<file path="config.mk">
export PLATFORM = sky130hd
export DESIGN_NAME = cpu_controller_flat
export DESIGN_NICKNAME = d
export VERILOG_FILES = /design/src/rtl/cpu_controller_if.sv /design/src/rtl/cpu_controller.sv /design/src/flat_wrapper.sv
export SDC_FILE = /design/constraint.sdc
export NUM_CORES = 1
export LEC_CHECK = 0
export BUFFER_PORTS_ARGS = -buffer_cell sky130_fd_sc_hd__buf_2
export CAP_MARGIN = 10
export CORE_ASPECT_RATIO = 0.8
export CORE_MARGIN = 5
export CORE_UTILIZATION = 51
export CTS_BUF_LIST = sky130_fd_sc_hd__clkbuf_4 sky130_fd_sc_hd__clkbuf_8
export DETAILED_ROUTE_END_ITERATION = 16
export PLACE_DENSITY = 0.81
export SLEW_MARGIN = 20
export SYNTH_ARGS = -nofsm -noshare
export SYNTH_HDL_FRONTEND = slang
export SYNTH_SLANG_ARGS = --single-unit
</file>
<file path="constraint.sdc">
create_clock -name clk -period 2.26 [get_ports clk]
set_input_delay 0.113 -clock clk [delete_from_list [all_inputs] [get_ports clk]]
set_output_delay 0.113 -clock clk [all_outputs]
set_load 0.05 [all_outputs]
</file>
<file path="src/rtl/cpu_controller_if.sv">
// Controller <-> datapath bundle: IR contents and memory handshake in,
// datapath/PC/memory strobes out. master = controller, slave = datapath.
interface cpu_controller_if;
   localparam int unsigned INSTR_W = 16;
   localparam int unsigned PC_W    = 9;
   localparam int unsigned REG_W   = 3;

   logic [INSTR_W-1:0] instr;
   logic               mem_ready;

   logic               reset_pc;
   logic               load_pc;
   logic               load_ir;
   logic               load_addr;
   logic               addr_sel;
   logic [1:0]         mem_cmd;
   logic               write;
   logic               loada;
   logic               loadb;
   logic               loadc;
   logic               loads;
   logic               loadm;
   logic               asel;
   logic               bsel;
   logic               csel;
   logic [3:0]         vsel;
   logic [REG_W-1:0]   reg_w;
   logic [REG_W-1:0]   reg_a;
   logic [REG_W-1:0]   reg_b;
   logic [1:0]         op;
   logic [1:0]         shift;
   logic               halted;
   logic [PC_W-1:0]    reset_pc_val;

   modport master (
      input  instr, mem_ready,
      output reset_pc, load_pc, load_ir, load_addr, addr_sel, mem_cmd,
             write, loada, loadb, loadc, loads, loadm, asel, bsel, csel,
             vsel, reg_w, reg_a, reg_b, op, shift, halted, reset_pc_val
   );

   modport slave (
      output instr, mem_ready,
      input  reset_pc, load_pc, load_ir, load_addr, addr_sel, mem_cmd,
             write, loada, loadb, loadc, loads, loadm, asel, bsel, csel,
             vsel, reg_w, reg_a, reg_b, op, shift, halted, reset_pc_val
   );
endinterface

</file>
<file path="src/rtl/cpu_controller.sv">
// Moore sequencer for the 16-bit register/ALU datapath: fetch, decode and
// execute one instruction at a time.
// Optional macro CTRL_MEM_WAIT_EN: memory states stretch until mem_ready=1.
// Outputs are registered from the next state, so they line up with the
// state register and clear asynchronously on reset.
module cpu_controller #(
   parameter logic [8:0] RESET_PC = 9'd0
) (
   input logic              clk,
   input logic              rst_n,
   cpu_controller_if.master bus
);
   localparam logic [2:0] OPC_LDR  = 3'b011;
   localparam logic [2:0] OPC_STR  = 3'b100;
   localparam logic [2:0] OPC_ALU  = 3'b101;
   localparam logic [2:0] OPC_MOV  = 3'b110;
   localparam logic [2:0] OPC_HALT = 3'b111;

   typedef enum logic [3:0] {
      S_RST, S_IF1, S_IF2, S_UPD, S_DEC, S_WIMM, S_GA, S_GB,
      S_EX, S_WB, S_ADDR, S_LDM, S_LWB, S_STD, S_STM, S_HALT
   } state_t;

   typedef struct packed {
      logic       reset_pc;
      logic       load_pc;
      logic       load_ir;
      logic       load_addr;
      logic       addr_sel;
      logic [1:0] mem_cmd;
      logic       write;
      logic       loada;
      logic       loadb;
      logic       loadc;
      logic       loads;
      logic       loadm;
      logic       asel;
      logic       bsel;
      logic       csel;
      logic [3:0] vsel;
      logic [2:0] reg_w;
      logic [2:0] reg_a;
      logic [2:0] reg_b;
      logic [1:0] op;
      logic [1:0] shift;
      logic       halted;
   } ctrl_t;

   state_t state_q, state_d;
   ctrl_t  ctrl_q, ctrl_d;
   logic   run_q;

   logic [2:0] opc, rn, rd, rm;
   logic [1:0] alu_op, sh;

   assign opc    = bus.instr[15:13];
   assign alu_op = bus.instr[12:11];
   assign rn     = bus.instr[10:8];
   assign rd     = bus.instr[7:5];
   assign sh     = bus.instr[4:3];
   assign rm     = bus.instr[2:0];

   // State, first-cycle flag and output registers
   always_ff @(posedge clk or negedge rst_n) begin
      if (!rst_n) begin
         state_q <= S_RST;
         run_q   <= 1'b0;
         ctrl_q  <= '0;
      end else begin
         state_q <= state_d;
         run_q   <= 1'b1;
         ctrl_q  <= ctrl_d;
      end
   end

   // Next-state dispatch and output decode of the state being entered
   always_comb begin
      state_d = state_q;
      ctrl_d  = '0;

      case (state_q)
         S_RST:  state_d = run_q ? S_IF1 : S_RST;
         S_IF1:  state_d = S_IF2;
`ifdef CTRL_MEM_WAIT_EN
         S_IF2:  state_d = bus.mem_ready ? S_UPD : S_IF2;
`else
         S_IF2:  state_d = S_UPD;
`endif
         S_UPD:  state_d = S_DEC;
         S_DEC: begin
            if (opc == OPC_MOV && alu_op == 2'b10)      state_d = S_WIMM;
            else if (opc == OPC_MOV && alu_op == 2'b00) state_d = S_GB;
            else if (opc == OPC_ALU)                    state_d = (alu_op == 2'b11) ? S_GB : S_GA;
            else if ((opc == OPC_LDR || opc == OPC_STR) && alu_op == 2'b00)
                                                        state_d = S_GA;
            else if (opc == OPC_HALT)                   state_d = S_HALT;
            else                                        state_d = S_IF1;
         end
         S_WIMM: state_d = S_IF1;
         S_GA:   state_d = (opc == OPC_LDR || opc == OPC_STR) ? S_ADDR : S_GB;
         S_GB:   state_d = S_EX;
         S_EX:   state_d = (opc == OPC_ALU && alu_op == 2'b01) ? S_IF1 : S_WB;
         S_WB:   state_d = S_IF1;
         S_ADDR: state_d = (opc == OPC_LDR) ? S_LDM : S_STD;
         S_LDM:  state_d = S_LWB;
         S_STD:  state_d = S_STM;
`ifdef CTRL_MEM_WAIT_EN
         S_LWB:  state_d = bus.mem_ready ? S_IF1 : S_LWB;
         S_STM:  state_d = bus.mem_ready ? S_IF1 : S_STM;
`else
         S_LWB:  state_d = S_IF1;
         S_STM:  state_d = S_IF1;
`endif
         S_HALT: state_d = S_HALT;
         default: state_d = S_RST;
      endcase

      ctrl_d.reg_a = rn;
      ctrl_d.reg_b = rm;
      ctrl_d.reg_w = rd;

      case (state_d)
         S_RST: begin
            ctrl_d.reset_pc = 1'b1;
            ctrl_d.load_pc  = 1'b1;
         end
         S_IF1: begin
            ctrl_d.addr_sel = 1'b1;
            ctrl_d.mem_cmd  = 2'b01;
         end
         S_IF2: begin
            ctrl_d.addr_sel = 1'b1;
            ctrl_d.mem_cmd  = 2'b01;
            ctrl_d.load_ir  = 1'b1;
         end
         S_UPD:  ctrl_d.load_pc = 1'b1;
         S_WIMM: begin
            ctrl_d.reg_w = rn;
            ctrl_d.vsel  = 4'b0100;
            ctrl_d.write = 1'b1;
         end
         S_GA:   ctrl_d.loada = 1'b1;
         S_GB:   ctrl_d.loadb = 1'b1;
         S_EX: begin
            ctrl_d.shift = sh;
            ctrl_d.op    = (opc == OPC_ALU) ? alu_op : 2'b00;
            ctrl_d.asel  = (opc == OPC_MOV);
            if (opc == OPC_ALU && alu_op == 2'b01) ctrl_d.loads = 1'b1;
            else                                   ctrl_d.loadc = 1'b1;
         end
         S_WB: begin
            ctrl_d.vsel  = 4'b0001;
            ctrl_d.write = 1'b1;
         end
         S_ADDR: begin
            ctrl_d.bsel      = 1'b1;
            ctrl_d.loadm     = 1'b1;
            ctrl_d.load_addr = 1'b1;
         end
         S_LDM:  ctrl_d.mem_cmd = 2'b01;
         S_LWB: begin
            ctrl_d.mem_cmd = 2'b01;
            ctrl_d.vsel    = 4'b0010;
            ctrl_d.write   = 1'b1;
         end
         S_STD: begin
            ctrl_d.reg_b = rd;
            ctrl_d.csel  = 1'b1;
            ctrl_d.loadc = 1'b1;
         end
         S_STM:  ctrl_d.mem_cmd = 2'b10;
         S_HALT: ctrl_d.halted  = 1'b1;
         default: ;
      endcase
   end

`ifdef CTRL_MEM_WAIT_EN
   // IR load and memory writeback commit only on the ready cycle
   assign bus.load_ir = ctrl_q.load_ir & bus.mem_ready;
   assign bus.write   = ctrl_q.write & ((state_q != S_LWB) | bus.mem_ready);
`else
   logic unused_mem_ready;
   assign unused_mem_ready = bus.mem_ready;
   assign bus.load_ir      = ctrl_q.load_ir;
   assign bus.write        = ctrl_q.write;
`endif

   assign bus.reset_pc     = ctrl_q.reset_pc;
   assign bus.load_pc      = ctrl_q.load_pc;
   assign bus.load_addr    = ctrl_q.load_addr;
   assign bus.addr_sel     = ctrl_q.addr_sel;
   assign bus.mem_cmd      = ctrl_q.mem_cmd;
   assign bus.loada        = ctrl_q.loada;
   assign bus.loadb        = ctrl_q.loadb;
   assign bus.loadc        = ctrl_q.loadc;
   assign bus.loads        = ctrl_q.loads;
   assign bus.loadm        = ctrl_q.loadm;
   assign bus.asel         = ctrl_q.asel;
   assign bus.bsel         = ctrl_q.bsel;
   assign bus.csel         = ctrl_q.csel;
   assign bus.vsel         = ctrl_q.vsel;
   assign bus.reg_w        = ctrl_q.reg_w;
   assign bus.reg_a        = ctrl_q.reg_a;
   assign bus.reg_b        = ctrl_q.reg_b;
   assign bus.op           = ctrl_q.op;
   assign bus.shift        = ctrl_q.shift;
   assign bus.halted       = ctrl_q.halted;
   assign bus.reset_pc_val = RESET_PC;
endmodule

</file>
<file path="src/flat_wrapper.sv">
// flat-port wrapper written by rule: the top's interface ports become plain ports
module cpu_controller_flat 
#(
   parameter logic [8:0] RESET_PC = 9'd0
)
  (clk, rst_n, bus_instr, bus_mem_ready, bus_reset_pc, bus_load_pc, bus_load_ir, bus_load_addr, bus_addr_sel, bus_mem_cmd, bus_write, bus_loada, bus_loadb, bus_loadc, bus_loads, bus_loadm, bus_asel, bus_bsel, bus_csel, bus_vsel, bus_reg_w, bus_reg_a, bus_reg_b, bus_op, bus_shift, bus_halted, bus_reset_pc_val);
  cpu_controller_if bus_i ();
  input logic clk;
  input logic rst_n;
  input wire logic [$bits(bus_i.instr)-1:0] bus_instr;
  input wire logic [$bits(bus_i.mem_ready)-1:0] bus_mem_ready;
  output wire logic [$bits(bus_i.reset_pc)-1:0] bus_reset_pc;
  output wire logic [$bits(bus_i.load_pc)-1:0] bus_load_pc;
  output wire logic [$bits(bus_i.load_ir)-1:0] bus_load_ir;
  output wire logic [$bits(bus_i.load_addr)-1:0] bus_load_addr;
  output wire logic [$bits(bus_i.addr_sel)-1:0] bus_addr_sel;
  output wire logic [$bits(bus_i.mem_cmd)-1:0] bus_mem_cmd;
  output wire logic [$bits(bus_i.write)-1:0] bus_write;
  output wire logic [$bits(bus_i.loada)-1:0] bus_loada;
  output wire logic [$bits(bus_i.loadb)-1:0] bus_loadb;
  output wire logic [$bits(bus_i.loadc)-1:0] bus_loadc;
  output wire logic [$bits(bus_i.loads)-1:0] bus_loads;
  output wire logic [$bits(bus_i.loadm)-1:0] bus_loadm;
  output wire logic [$bits(bus_i.asel)-1:0] bus_asel;
  output wire logic [$bits(bus_i.bsel)-1:0] bus_bsel;
  output wire logic [$bits(bus_i.csel)-1:0] bus_csel;
  output wire logic [$bits(bus_i.vsel)-1:0] bus_vsel;
  output wire logic [$bits(bus_i.reg_w)-1:0] bus_reg_w;
  output wire logic [$bits(bus_i.reg_a)-1:0] bus_reg_a;
  output wire logic [$bits(bus_i.reg_b)-1:0] bus_reg_b;
  output wire logic [$bits(bus_i.op)-1:0] bus_op;
  output wire logic [$bits(bus_i.shift)-1:0] bus_shift;
  output wire logic [$bits(bus_i.halted)-1:0] bus_halted;
  output wire logic [$bits(bus_i.reset_pc_val)-1:0] bus_reset_pc_val;
  assign bus_i.instr = bus_instr;
  assign bus_i.mem_ready = bus_mem_ready;
  assign bus_reset_pc = bus_i.reset_pc;
  assign bus_load_pc = bus_i.load_pc;
  assign bus_load_ir = bus_i.load_ir;
  assign bus_load_addr = bus_i.load_addr;
  assign bus_addr_sel = bus_i.addr_sel;
  assign bus_mem_cmd = bus_i.mem_cmd;
  assign bus_write = bus_i.write;
  assign bus_loada = bus_i.loada;
  assign bus_loadb = bus_i.loadb;
  assign bus_loadc = bus_i.loadc;
  assign bus_loads = bus_i.loads;
  assign bus_loadm = bus_i.loadm;
  assign bus_asel = bus_i.asel;
  assign bus_bsel = bus_i.bsel;
  assign bus_csel = bus_i.csel;
  assign bus_vsel = bus_i.vsel;
  assign bus_reg_w = bus_i.reg_w;
  assign bus_reg_a = bus_i.reg_a;
  assign bus_reg_b = bus_i.reg_b;
  assign bus_op = bus_i.op;
  assign bus_shift = bus_i.shift;
  assign bus_halted = bus_i.halted;
  assign bus_reset_pc_val = bus_i.reset_pc_val;
  cpu_controller #(.RESET_PC(RESET_PC)) u_core (.clk(clk), .rst_n(rst_n), .bus(bus_i));
endmodule
</file>
## After elaboration in Yosys (flattened, before gate mapping)

Cells that the tools add are included.

| storage, ports and cells | value |
|---|---|
| flip-flop bits (word level) | 36 |
| bits of input ports | 19 |
| word-level logic and storage cells | 104 |

| cells by class | value |
|---|---|
| eq/ne operators | 37 |
| multiplexer cells | 32 |
| reductions and logical operators | 13 |

Operators with widths:

| cell | count |
|---|---|
| $eq 4x4->1 const B | 16 |
| $pmux 4 s13 | 1 |
| $mux 4 | 8 |
| $eq 4x3->1 const B | 7 |
| $eq 4x2->1 const B | 4 |
| $mux 1 | 16 |
| $eq 3x3->1 const B | 4 |
| $mux 3 | 3 |
| $pmux 3 s3 | 1 |
| $eq 4x1->1 const B | 2 |
| $logic_not 4->1 | 2 |
| $reduce_or 4->1 | 2 |
| $eq 2x2->1 const B | 2 |
| $logic_and 1x1->1 | 4 |
| $pmux 2 s2 | 1 |
| $reduce_or 2->1 | 2 |
| $eq 3x2->1 const B | 1 |
| $reduce_or 3->1 | 1 |
| $eq 2x1->1 const B | 1 |
| $logic_not 2->1 | 1 |
| $mux 2 | 1 |
| $pmux 1 s2 | 1 |
| $logic_or 1x1->1 | 1 |

## Longest topological paths before layout

| depth | value |
|---|---|
| word-level depth | 11 |
| gate-level depth with buffers | 8 |

## Worst setup path after synthesis

No wires, ideal clock.

| path | value |
|---|---|
| path type | reg-to-reg |
| start | register u_core.state_q[2] |
| end | register u_core.ctrl_q, in the netlist u_core.bus.reg_w[0] |
| arrival time | 1,767 ps |
| path slack | 368 ps |
| stages on the path, launching flop included | 8 |
| clock period less this slack | 1,892 ps |
| cells stage by stage | dfrtp_1 -> buf_2 -> o21a_1 -> nor2_1 -> nor3_1 -> and4b_1 -> buf_6 -> mux2_4 |

RTL lines:

| element | RTL line | RTL |
|---|---|---|
| start: declaration | cpu_controller.sv:49 | `state_t state_q, state_d;` |
| start signal: assignment | cpu_controller.sv:70 | `state_q <= state_d;` |
| end signal: assignment | cpu_controller.sv:72 | `ctrl_q <= ctrl_d;` |
| end: declaration | cpu_controller.sv:50 | `ctrl_t ctrl_q, ctrl_d;` |

==> results.py <==
metrics = {
    "worst_setup_path": {
        "worstPathCellList": "nor2b_1 > nand2_1 > o221ai_1 > a31oi_1 > and4b_2 > mux2_4",
        "start_kind": "register",
        "crit_path_end_kind": "register",
        "cp_slowest_stage_delay_ps": 490,
        "worstPathMaxFanout": 10,
        "cp.required_ps": 2430,
        "cp_slowest_cell": "dfrtp_1",
        "crit_type": "register to register",
        "worstPathArrival_ps": 2280,
    },
    "place": {
        "gp_congestion": 0.8761,
        "port_buffers": 50,
        "hpwlAfterDp_mm": 2.575,
    },
    "min_path": {
        "min_path_type": "input pin to register",
    },
    "drt": {
        "ant_nets": 0,
        "wl_per_cell_microns": 13.26,
        "wl_met1_mm": 1.635,
        "drt-vias-per-instance": 5.026,
        "routed.top_layer": "met4",
        "drc": 0,
        "dr.pass1.iters": 4,
        "wl_met3_microns": 313,
        "first_iter_violations": 51,
        "route.final.wire_length_mm": 3.526,
        "dr_total_vias": 1337,
        "dr_wl_met2_mm": 1.529,
    },
    "finish": {
        "final_nets": 242,
        "areaGrowthSynthToFinish_pct": 21.28,
        "diodes": 0,
        "final_cell_mix": "50 x buf_2, 36 x dfrtp_1, 20 x nand2_1",
        "drive_gt1_frac": 0.3571,
        "final_common_cell": "buf_2",
    },
    "clock_tree": {
        "htreeDepth": 2,
        "cts_tree": "done",
        "cts_sinks": 36,
        "cts_root_buf": "clkbuf_8",
        "numCtsBuffers": 5,
        "worstSkewPairLatency_ps": 280,
        "clock_path_buffers": 2,
        "cts_setup_buffers": 0,
        "clk_pin_slew_worst_paths_ps": 70,
    },
    "pwr": {
        "power_leakage_nw": 1.154,
        "ir_drop_v": 0.0009075,
        "power_density_nw_per_um2": 1307,
    },
    "synthesis": {
        "synth-seq-cells": 36,
        "synth_top_area_frac": 0.5056,
        "synth_area_leaders": "dfrtp_1 51%, buf_4 5.1%, nand2_1 4.2%",
        "synth_area_per_cell_sq_um": 10.67,
        "yosysSeqAreaShare": 0.5056,
        "synth_cell_types": 44,
        "synth_edf_count": 0,
        "syn_inst": 167,
        "synth_largest_area_cell": "dfrtp_1",
        "yosys_warnings": 0,
        "async_flop_share": 1.000,
        "syn_area_sq_um": 1782,
        "synth_flop_cell": "dfrtp_1",
    },
    "floorplanning": {
        "dieArea_sq_um": 4783,
        "core_area_sq_um": 3400,
        "die_w_microns": 76.08,
        "initial_core_util": 0.5241,
        "rows": 19,
        "ios": 62,
        "die_y_microns": 62.87,
    },
    "sta": {
        "clock_skew_ps": 3.222,
        "hold_slack_ps": 33.42,
        "finalSetupViolCount": 0,
        "hold_viol_final": 0,
        "layout_min_cycle_time_ps": 2113,
        "tns_ps": 0,
        "fin_crit_sh": 0.9350,
        "rsz0062_at_grt": "no",
        "drv_slew": 0,
        "relSlewSlack": 0.4875,
        "tightestPinTransition_ps": 768.8,
        "clock.fmax_ghz": 0.4732,
    },
    "global_route": {
        "grt_usage": 0.1503,
        "grt.overflow.total": 0,
        "grt_pass1_vias": 1292,
        "antenna_found_initial": 0,
        "grt_max_degree": 37,
        "grt_pass1_wl_mm": 5.968,
    },
    "run_status": {
        "status": "finished clean",
    },
    "job": {
        "cap_viol_max_count": 0,
    },
}
[path summary, 6_finish.rpt]
check                                                 start                            end  slack [ps]  cells after the start
max in group asynchronous                             rst_n   u_core.bus.load_pc$_DFF_PN0_        1320                      2
min in group asynchronous                             rst_n     u_core.bus.op[1]$_DFF_PN0_         450                      2
worst min register to register       u_core.run_q$_DFF_PN0_  u_core.bus.reset_pc$_DFF_PN0_         450                      1
worst min-delay path                           bus_instr[2]  u_core.bus.reg_b[2]$_DFF_PN0_          30                      3
worst max-delay path            u_core.state_q[3]$_DFF_PN0_  u_core.bus.reg_w[1]$_DFF_PN0_         150                      6
worst max register to register  u_core.state_q[3]$_DFF_PN0_  u_core.bus.reg_w[1]$_DFF_PN0_         150                      6
[cells by family after synthesis]
| kind of cell | count (synthesis) | synth area share |
|---|---|---|
| AO/OA/AOI/OAI | 23 | 0.1089 |
| XOR/XNOR | 2 | 0.009833 |
| multiplexers | 3 | 0.02528 |
| AND/OR/NAND/NOR | 73 | 0.2381 |
| flip-flops | 36 | 0.5056 |
| adder cells (fa/ha/maj) | 1 | 0.006320 |
| buffers and inverters | 27 | 0.1018 |
| other | 2 | 0.004215 |
[critical path, delay by kind of cell (launching register included)]
kind	cells	cell delay, ps
AO/OA/AOI/OAI	2	300
multiplexers	1	320
flip-flops	1	490
AND/OR/NAND/NOR	3	890
[final cells by class]
cell class                 count  area (sq um)
tap                           42         52.55
inverter                       7         26.28
fill                         287          1239
clock buffer                   6         76.32
multi-input combinational    113         734.5
timing repair buffer          60         335.3
sequential                    36         900.9
clock inverter                 2         35.03
[state kept, by name (all words and copies together), names as in the netlist, 2 cells and up]
register	count
u_core.bus.vsel	3
u_core.bus.shift	2
u_core.bus.reg_w	3
u_core.bus.reg_b	3
u_core.state_q	4
u_core.bus.reg_a	3
u_core.bus.op	2
u_core.bus.mem_cmd	2
[where the power goes]
part,internal (W),switching [W],total (W)
Clock,0.000339,0.000210,0.000549
Combinational,0.000486,0.000912,0.00140
Sequential,0.000782,0.0000963,0.000878
Total,0.00161,0.00122,0.00282
[synth_stat cells, types with 2 or more instances]
cell / count
xnor2_1: 2
conb_1: 2
and4_1: 4
o21ai_0: 5
and2_1: 4
nor3_1: 4
nor2_1: 13
nand3_1: 5
mux2_4: 3
dfrtp_1: 36
nand2b_1: 6
a21oi_1: 4
and3_1: 3
buf_6: 4
buf_4: 12
nor2b_1: 4
buf_2: 4
nand2_1: 20
inv_1: 7
[what timing repair did]
item | 4_1_cts | 5_1_grt
hold buffers | 4 | 0
resized for setup | 0 | 1
setup endpoints to repair | 0 | 3
hold endpoints to repair | 39 | 0
[routing by layer]
layer  GRT usage  vias up
li1            -      650
met3     0.06484        7
met4     0.04367        0
met1      0.2015      628
met2      0.2212       52
met5           0        -
[stage by stage]
step / total power (W) / area, sq um / util / setup WS (ps) / cells
final: 0.002825 / 2161 / 0.6356 / 146.8 / 266
after detailed placement: 0.002272 / 2008 / 0.5907 / 118.7 / 254
after global routing: 0.002997 / 2161 / 0.6356 / 15.16 / 266
after floorplan: 0.001960 / 1815 / - / 368.0 / 176
after CTS: 0.002839 / 2160 / 0.6353 / 109.3 / 266
after global placement: 0.002254 / 2008 / 0.5907 / 172.5 / 254
Power figures use the tool's default switching activity.
